==> config.mk <==
export PLATFORM = sky130hd
export DESIGN_NAME = msix_msg_writer_flat
export DESIGN_NICKNAME = d
export VERILOG_FILES = /design/src/rtl/msix_msg_writer_if.sv /design/src/rtl/msix_msg_writer.sv /design/src/flat_wrapper.sv
export SDC_FILE = /design/constraint.sdc
export NUM_CORES = 1
export LEC_CHECK = 0
export BUFFER_PORTS_ARGS = -buffer_cell sky130_fd_sc_hd__buf_2
export CELL_PAD_IN_SITES_DETAIL_PLACEMENT = 1
export CELL_PAD_IN_SITES_GLOBAL_PLACEMENT = 1
export CORE_UTILIZATION = 37
export CTS_BUF_LIST = sky130_fd_sc_hd__clkbuf_16
export CTS_CLUSTER_SIZE = 10
export DETAILED_ROUTE_END_ITERATION = 7
export PLACE_DENSITY_LB_ADDON = 0.1
export SYNTH_ARGS = -nofsm -noshare
export SYNTH_HDL_FRONTEND = slang
export SYNTH_SLANG_ARGS = --single-unit
export TNS_END_PERCENT = 5
==> constraint.sdc <==
create_clock -name clk -period 1.9 [get_ports clk]
set_input_delay 0.19 -clock clk [delete_from_list [all_inputs] [get_ports clk]]
set_output_delay 0.19 -clock clk [all_outputs]
set_load 0.03 [all_outputs]
==> src/rtl/msix_msg_writer_if.sv <==
// msix_msg_writer_if: 32-bit TLP stream carrying MSI-X MWr beats (tdata/tvalid/tready/tlast)
interface msix_msg_writer_if;
    logic [31:0] tdata;
    logic        tvalid;
    logic        tready;
    logic        tlast;
    modport master (output tdata, tvalid, tlast, input tready);
    modport slave  (input tdata, tvalid, tlast, output tready);
endinterface

==> src/rtl/msix_msg_writer.sv <==
// msix_msg_writer: fetches an MSI-X table entry for a requested vector and emits one MWr TLP.
// Ports: clk, reset (sync, active-high); msix_interrupt/msix_vector in, msix_interrupt_ack out;
// cfg_bus_master_en gates new requests; tbl_rd_en/tbl_rd_addr out, tbl_rd_data in (1-cycle latency);
// tx (msix_msg_writer_if.master) carries the TLP; err_drop pulses with ack for out-of-range vectors.
// Define MSIX_MSG_64BIT_EN to fetch addr_hi and emit 4DW headers when addr_hi != 0.
module msix_msg_writer #(
    parameter int          NUM_MSIX     = 1,
    parameter logic [15:0] REQUESTER_ID = 16'h0,
    parameter logic [7:0]  TLP_TAG      = 8'h0
) (
    input  logic                   clk,
    input  logic                   reset,
    input  logic                   msix_interrupt,
    input  logic [10:0]            msix_vector,
    output logic                   msix_interrupt_ack,
    input  logic                   cfg_bus_master_en,
    output logic                   tbl_rd_en,
    output logic [12:0]            tbl_rd_addr,
    input  logic [31:0]            tbl_rd_data,
    msix_msg_writer_if.master      tx,
    output logic                   err_drop
);
    typedef enum logic [1:0] {IDLE, FETCH, SEND, ACK} state_t;
    localparam logic [11:0] NUM_V = 12'(NUM_MSIX);
    state_t      state;
    logic [1:0]  fc;
    logic [2:0]  beat;
    logic [31:0] addr_lo;
    logic [31:0] addr_hi;
    logic [31:0] msg_data;
    logic        is4;
    logic [2:0]  last_beat;
    logic [2:0]  nxt;
    logic [31:0] hdr0;
    logic [31:0] nxt_dw;
    // addr_hi stays 0 in the 32-bit build, which collapses everything below to the 3DW format
    assign is4       = |addr_hi;
    assign last_beat = is4 ? 3'd4 : 3'd3;
    assign hdr0      = is4 ? 32'h6000_0001 : 32'h4000_0001;
    assign nxt       = beat + 3'd1;
    assign nxt_dw    = nxt == 3'd1 ? {REQUESTER_ID, TLP_TAG, 8'h0F} :
                       nxt == 3'd2 ? (is4 ? addr_hi : addr_lo) :
                       nxt == 3'd3 ? (is4 ? addr_lo : msg_data) : msg_data;
    always_ff @(posedge clk) begin
        if (reset) begin
            state              <= IDLE;
            fc                 <= '0;
            beat               <= '0;
            addr_lo            <= '0;
            addr_hi            <= '0;
            msg_data           <= '0;
            tbl_rd_en          <= 1'b0;
            tbl_rd_addr        <= '0;
            tx.tdata           <= '0;
            tx.tvalid          <= 1'b0;
            tx.tlast           <= 1'b0;
            msix_interrupt_ack <= 1'b0;
            err_drop           <= 1'b0;
        end else begin
            case (state)
                IDLE: begin
                    if (msix_interrupt && cfg_bus_master_en) begin
                        if ({1'b0, msix_vector} >= NUM_V) begin
                            state              <= ACK;
                            msix_interrupt_ack <= 1'b1;
                            err_drop           <= 1'b1;
                        end else begin
                            state       <= FETCH;
                            tbl_rd_en   <= 1'b1;
                            tbl_rd_addr <= {msix_vector, 2'b00};
                            fc          <= '0;
                        end
                    end
                end
                // fc counts FETCH cycles; read data lands one cycle behind each strobe
                FETCH: begin
                    fc <= fc + 2'd1;
`ifdef MSIX_MSG_64BIT_EN
                    if (fc == 2'd0) tbl_rd_addr <= tbl_rd_addr + 13'd1;
                    if (fc == 2'd1) begin
                        addr_lo     <= {tbl_rd_data[31:2], 2'b00};
                        tbl_rd_addr <= tbl_rd_addr + 13'd1;
                    end
                    if (fc == 2'd2) begin
                        addr_hi   <= tbl_rd_data;
                        tbl_rd_en <= 1'b0;
                    end
                    if (fc == 2'd3) begin
                        msg_data  <= tbl_rd_data;
                        state     <= SEND;
                        tx.tvalid <= 1'b1;
                        tx.tdata  <= hdr0;
                        tx.tlast  <= 1'b0;
                        beat      <= '0;
                    end
`else
                    if (fc == 2'd0) tbl_rd_addr <= tbl_rd_addr + 13'd2;
                    if (fc == 2'd1) begin
                        addr_lo   <= {tbl_rd_data[31:2], 2'b00};
                        tbl_rd_en <= 1'b0;
                    end
                    if (fc == 2'd2) begin
                        msg_data  <= tbl_rd_data;
                        state     <= SEND;
                        tx.tvalid <= 1'b1;
                        tx.tdata  <= hdr0;
                        tx.tlast  <= 1'b0;
                        beat      <= '0;
                    end
`endif
                end
                SEND: begin
                    if (tx.tready) begin
                        if (beat == last_beat) begin
                            tx.tvalid          <= 1'b0;
                            tx.tlast           <= 1'b0;
                            state              <= ACK;
                            msix_interrupt_ack <= 1'b1;
                        end else begin
                            beat     <= nxt;
                            tx.tdata <= nxt_dw;
                            tx.tlast <= nxt == last_beat;
                        end
                    end
                end
                ACK: begin
                    msix_interrupt_ack <= 1'b0;
                    err_drop           <= 1'b0;
                    state              <= IDLE;
                end
                default: state <= IDLE;
            endcase
        end
    end
endmodule

==> src/flat_wrapper.sv <==
// flat-port wrapper written by rule: the top's interface ports become plain ports
module msix_msg_writer_flat 
#(
    parameter int          NUM_MSIX     = 1,
    parameter logic [15:0] REQUESTER_ID = 16'h0,
    parameter logic [7:0]  TLP_TAG      = 8'h0
)
  (clk, reset, msix_interrupt, msix_vector, msix_interrupt_ack, cfg_bus_master_en, tbl_rd_en, tbl_rd_addr, tbl_rd_data, err_drop, tx_tdata, tx_tvalid, tx_tlast, tx_tready);
  msix_msg_writer_if tx_i ();
  input  logic clk;
  input  logic reset;
  input  logic msix_interrupt;
  input  logic [10:0] msix_vector;
  output logic msix_interrupt_ack;
  input  logic cfg_bus_master_en;
  output logic tbl_rd_en;
  output logic [12:0] tbl_rd_addr;
  input  logic [31:0] tbl_rd_data;
  output logic err_drop;
  output wire logic [$bits(tx_i.tdata)-1:0] tx_tdata;
  output wire logic [$bits(tx_i.tvalid)-1:0] tx_tvalid;
  output wire logic [$bits(tx_i.tlast)-1:0] tx_tlast;
  input wire logic [$bits(tx_i.tready)-1:0] tx_tready;
  assign tx_tdata = tx_i.tdata;
  assign tx_tvalid = tx_i.tvalid;
  assign tx_tlast = tx_i.tlast;
  assign tx_i.tready = tx_tready;
  msix_msg_writer #(.NUM_MSIX(NUM_MSIX), .REQUESTER_ID(REQUESTER_ID), .TLP_TAG(TLP_TAG)) u_core (.clk(clk), .reset(reset), .msix_interrupt(msix_interrupt), .msix_vector(msix_vector), .msix_interrupt_ack(msix_interrupt_ack), .cfg_bus_master_en(cfg_bus_master_en), .tbl_rd_en(tbl_rd_en), .tbl_rd_addr(tbl_rd_addr), .tbl_rd_data(tbl_rd_data), .tx(tx_i), .err_drop(err_drop));
endmodule
# Word level (Yosys, flattened, before mapping)
# Cells that the tools add are included.
dict set report word_totals {
  ff_bits 119
  input_bits 48
  elab_cells 93
}
dict set report op_classes {
  reduce_logical 18
  magnitude_cmp 1
  n_addsub 3
  mux 41
  n_eq_ne 18
}
# cell count
set op_table {}
lappend op_table {{$mux W32} 5}
lappend op_table {{$pmux W32 S2} 1}
lappend op_table {{$mux W13} 3}
lappend op_table {{$pmux W13 S2} 1}
lappend op_table {{$reduce_and A4 Y1} 5}
lappend op_table {{$mux W2} 7}
lappend op_table {{$add A13 B2 Y13 const B} 1}
lappend op_table {{$mux W1} 13}
lappend op_table {{$ne A2 B1 Y1 const B} 6}
lappend op_table {{$ge A11 B1 Y1 const B} 1}
lappend op_table {{$eq A3 B2 Y1 const B} 3}
lappend op_table {{$mux W3} 3}
lappend op_table {{$reduce_and A3 Y1} 3}
lappend op_table {{$pmux W1 S2} 4}
lappend op_table {{$pmux W2 S4} 1}
lappend op_table {{$eq A2 B2 Y1 const B} 3}
lappend op_table {{$ne A2 B2 Y1 const B} 3}
lappend op_table {{$pmux W3 S2} 1}
lappend op_table {{$reduce_bool A2 Y1} 3}
lappend op_table {{$reduce_and A5 Y1} 1}
lappend op_table {{$eq A2 B1 Y1 const B} 2}
lappend op_table {{$logic_not A2 Y1} 2}
lappend op_table {{$pmux W2 S2} 1}
lappend op_table {{$reduce_and A2 Y1} 2}
lappend op_table {{6 further kinds} 6}

# Depth between registers and ports, before layout
dict set report depth {
  depth_word 7
  mapped_depth 10
  depth_no_buf 6
}

# Worst setup path before layout
# Ideal clock, no wire load.
dict set report synth_path {
  path_type {reg2reg}
  start {register u_core.beat[0]}
  end {register u_core.tx.tdata[10]}
  stages_incl_launch_ff 8
  setup_ns 0.128
  period_less_slack_ns 2.018
  required_ns 1.772
  t_arrival_ns 1.891
  path_buffers 1
  setup_slack_ns -0.118
  cell_sequence {dfxtp_1 ha_1 ha_1 nand2_1 clkbuf_1 mux2_2 a22oi_1 nor2_1}
}
dict set report synth_between {
  elab_chain_len 7
}
# element line
set synth_lines {}
lappend synth_lines {{from (decl)} msix_msg_writer.sv:27} ;# logic [2:0] beat;
lappend synth_lines {{from (signal assigned)} msix_msg_writer.sv:120} ;# beat <= nxt;
lappend synth_lines {{$add A3 B1 Y3} msix_msg_writer.sv:40} ;# assign nxt = beat + 3'd1;
lappend synth_lines {{$eq A3 B2 Y1} msix_msg_writer.sv:42} ;# nxt == 3'd2 ? (is4 ? addr_hi : addr_lo) :
lappend synth_lines {{$mux W32} msix_msg_writer.sv:42}
lappend synth_lines {{$mux W32} msix_msg_writer.sv:41} ;# assign nxt_dw = nxt == 3'd1 ? {REQUESTER_ID, TLP_TAG, 8'h0F} :
lappend synth_lines {{$mux W32} msix_msg_writer.sv:114} ;# if (beat == last_beat) begin
lappend synth_lines {{$mux W32} msix_msg_writer.sv:113} ;# if (tx.tready) begin
lappend synth_lines {{$pmux W32 S2} msix_msg_writer.sv:60} ;# case (state)
lappend synth_lines {{to (signal assigned)} msix_msg_writer.sv:106} ;# tx.tdata <= hdr0;
lappend synth_lines {{to (signal assigned)} msix_msg_writer.sv:121} ;# tx.tdata <= nxt_dw;
lappend synth_lines {{to (decl)} msix_msg_writer_if.sv:7} ;# modport master (output tdata, tvalid, tlast, input tready);
# Several ways; a longest one is shown, not always the timed one. The select of a mux whose other input is x is not followed.
# A chain may end at the register's enable or synchronous reset.

# Worst setup path after layout
dict set report layout_path {
  start {register u_core.state[0]}
  end {register u_core.tbl_rd_addr[12]}
}
dict set report layout_between {
  elab_chain_len 3
}
# element line
set layout_lines {}
lappend layout_lines {{from (decl)} msix_msg_writer.sv:25} ;# state_t state;
lappend layout_lines {{from (signal assigned)} msix_msg_writer.sv:46} ;# state <= IDLE;
lappend layout_lines {{from (signal assigned)} msix_msg_writer.sv:64} ;# state <= ACK;
lappend layout_lines {{from (signal assigned)} msix_msg_writer.sv:68} ;# state <= FETCH;
lappend layout_lines {{$eq A2 B1 Y1 or $logic_not A2 Y1 (tied branches)} msix_msg_writer.sv:60}
lappend layout_lines {{$ne A2 B1 Y1 (no source line), or another cell as far along} --}
lappend layout_lines {{$reduce_and A4 Y1 (no source line)} --}
lappend layout_lines {{to (signal assigned)} msix_msg_writer.sv:70} ;# tbl_rd_addr <= {msix_vector, 2'b00};
lappend layout_lines {{to (signal assigned)} msix_msg_writer.sv:97} ;# if (fc == 2'd0) tbl_rd_addr <= tbl_rd_addr + 13'd2;
lappend layout_lines {{to (decl)} msix_msg_writer.sv:18} ;# output logic [12:0] tbl_rd_addr,
# Several ways; a longest one is shown, not always the timed one.

==> impl_metrics.ini <==
[floorplan]
initial_utilization = 0.385
die_w_um = 120
row_count = 42
coreArea_mm2 = 0.0135
die_area_mm2 = 0.0145
io_pins = 98
fp.dieH_um = 120

[worst_hold_path]
hp-start = tbl_rd_data[0]
hold_class = primary input to flop

[setup_path]
crit_path_end_kind = flop
worstPathArrival_ns = 2.18
regToRegStartpoint = u_core.state[0]
crit_fanout = 15
critPathKind = flop to flop
worstPathRequired_ns = 2.24
startpoint_type = flop
setup.worst_path.start = u_core.state[0]

[cells_and_area]
layout_common_cells = 142 x nand2_1, 115 x dfxtp_1, 95 x buf_2, 80 x a21oi_1, 43 x nor2_1
num-nets-final = 786
post-route-util = 0.496
final_cells = 912
layout_commonest_cell = nand2_1
areaGrowthSynthToFinish_pct = 28.9
antenna_cells = 0
n_fill_cell = 1645
drive_above_1_share = 0.300

[cts]
numCtsBuffers = 17
cts_resized = 0
htreeDepth = 4
cts_sinks = 118
cts_hold_buf = 0
clk_pin_slew_ns = 0.05
clockBufferDepth = 2
cts_setup_buffers = 0
cts_tree = done
root_buffer = clkbuf_16
clk_latency_ns = 0.42

[power]
p_per_area_mw_per_mm2 = 1080
pwr-share-seq = 0.376
irDropWorstVdd_uv = 572
pwr-share-comb = 0.228
power_frac_clock = 0.396
power.switching_mw = 2.27
p_int_mw = 4.95
p_leak_nw = 2.62
p_sw_frac = 0.314

[global_route]
grt_pass1_wl_mm = 25.7
antenna_found_initial = 0
grt_usage = 0.229
grt_overflow = 0
grt_max_degree = 53
grt_pass1_vias = 5121

[detailed_routing]
wire_per_inst_um = 17.3
vias = 4872
vias_per_cell = 5.34
wirelength_mm = 15.8
dr.pass1.iters = 5
antenna_left = 0
drc = 0
dr.first_iter.drc_count = 282

[status]
status = completed

[sta]
period_share = 0.971
tightestPinTransition_ns = 0.554
period_needed_ns = 1.85
setup_violations = 0
fin_skew_ns = 0.00683
rsz0062_at_grt = yes
clock.fmax_mhz = 542
fin_hold_ws_ns = 0.0165
finalHoldViolations = 0
maxSlewHeadroom = 0.631
slew_viol_final = 0

[synthesis]
synth_area_per_cell_um2 = 8.39
ys_seq_area_frac = 0.456
synth_warnings = 0
yosys.area.top_type = dfxtp_1
synth_enable_flop_cells = 0
ys_types = 54
ys_async_sr_fraction = 0
synthesis.nets = 679
synth_top_area_share = 0.456
synth_ff_type = dfxtp_1
synth_area_mm2 = 0.00518
synthCells = 617
ys_ff_latch = 118
synth.top_cells.by_area = dfxtp_1 46%, nand2_1 10%, a21oi_1 7.7%, mux2_2 6.1%, a22oi_1 4.5%

[placement]
dp.cells = 881
buffer_ports.inserted = 96
dpl.hpwl_mm = 10.5
routabilityCongestion = 0.781

[job]
cap_violations = 0
## layout make-up
class	instances	area, um^2	share of cell area
inverters	17	63.8	0.00957
repair buffers	135	858	0.129
well taps	176	220	0.0330
clock buffers	17	425	0.0638
flip-flops and latches	118	2370	0.355
clock inverters	14	95.1	0.0143
multi-input cells	435	2640	0.396
## routing by layer
metal  vias to the layer above  wire [um]  GRT usage
li1                       2375          -          -
met1                      2382       6960      0.268
met2                        96       8010      0.402
met3                        19        552     0.0542
met4                         0        248     0.0903
met5                         -          0          0
## worst paths after layout
path                                 end  cells after the start  slack (ns)
setup reg to reg  u_core.tbl_rd_addr[12]                      7        0.05
hold / removal        u_core.msg_data[0]                      3        0.02
hold reg to reg       u_core.addr_lo[25]                      2        0.45
setup / recovery  u_core.tbl_rd_addr[12]                      7        0.05
## per-stage QoR
| step | area, um^2 | total power [mW] | setup slack [ns] | setup TNS, ns |
|---|---|---|---|---|
| 3_5_place_dp | 6070 | 4.35 | 0.0347 | 0 |
| 3_3_place_gp | 6070 | 4.31 | 0.0809 | 0 |
| 2_1_floorplan | 5190 | 3.72 | -0.0105 | -0.221 |
| 5_1_grt | 6670 | 7.53 | -0.0503 | -0.0640 |
| 4_1_cts | 6590 | 7.21 | 0.0188 | 0 |
| 6_report | 6670 | 7.21 | 0.0542 | 0 |
## synthesized netlist by cell type (3+ instances only)
master    number
a211oi_1       5
a21oi_1       80
a221oi_1       6
a22oi_1       31
a31oi_1        4
buf_2          7
clkbuf_1      39
dfxtp_1      118
ha_1          14
inv_1         16
mux2_2        28
nand2_1      143
nand2b_1       5
nand3_1        7
nand4_1        5
nor2_1        43
nor3_1         7
nor4_1         3
o211ai_1       4
o21ai_0        4
o32ai_1        5
## power groups by stage
stage               Combinational, mW  Clock (mW)  Sequential (mW)
CTS                              1.61        2.90             2.70
finish                           1.64        2.86             2.71
detailed placement               1.59           0             2.76
global route                     1.78        3.02             2.72
global placement                 1.56           0             2.75
floorplan                       0.815           0             2.90
## worst max-delay path, stage by stage (launching register included)
cell	delay (ns)
dfxtp_1	0.34
inv_1	0.14
ha_1	0.18
and3_1	0.22
nand4_1	0.11
buf_4	0.22
a2111o_1	0.41
a31oi_1	0.14
## flip-flops by register name, indices dropped and copies added (netlist names)
signal	cells
u_core.msg_data	32
u_core.msix_interrupt_ack	1
u_core.beat	3
u_core.tx.tdata	32
u_core.tx.tlast	1
u_core.state	2
u_core.tbl_rd_addr	12
u_core.tbl_rd_en	1
u_core.fc	2
u_core.tx.tvalid	1
u_core.addr_lo	30
u_core.err_drop	1
## cells by family after synthesis
kind of cell    Yosys count  share of synthesized area
mux                      29                     0.0628
other cells               1                   0.000724
fa+ha+maj                14                     0.0338
simple gates            229                      0.192
flops                   118                      0.456
buf+inv                  64                     0.0488
compound gates          162                      0.205
No activity file was read; power rests on OpenSTA's default activity.
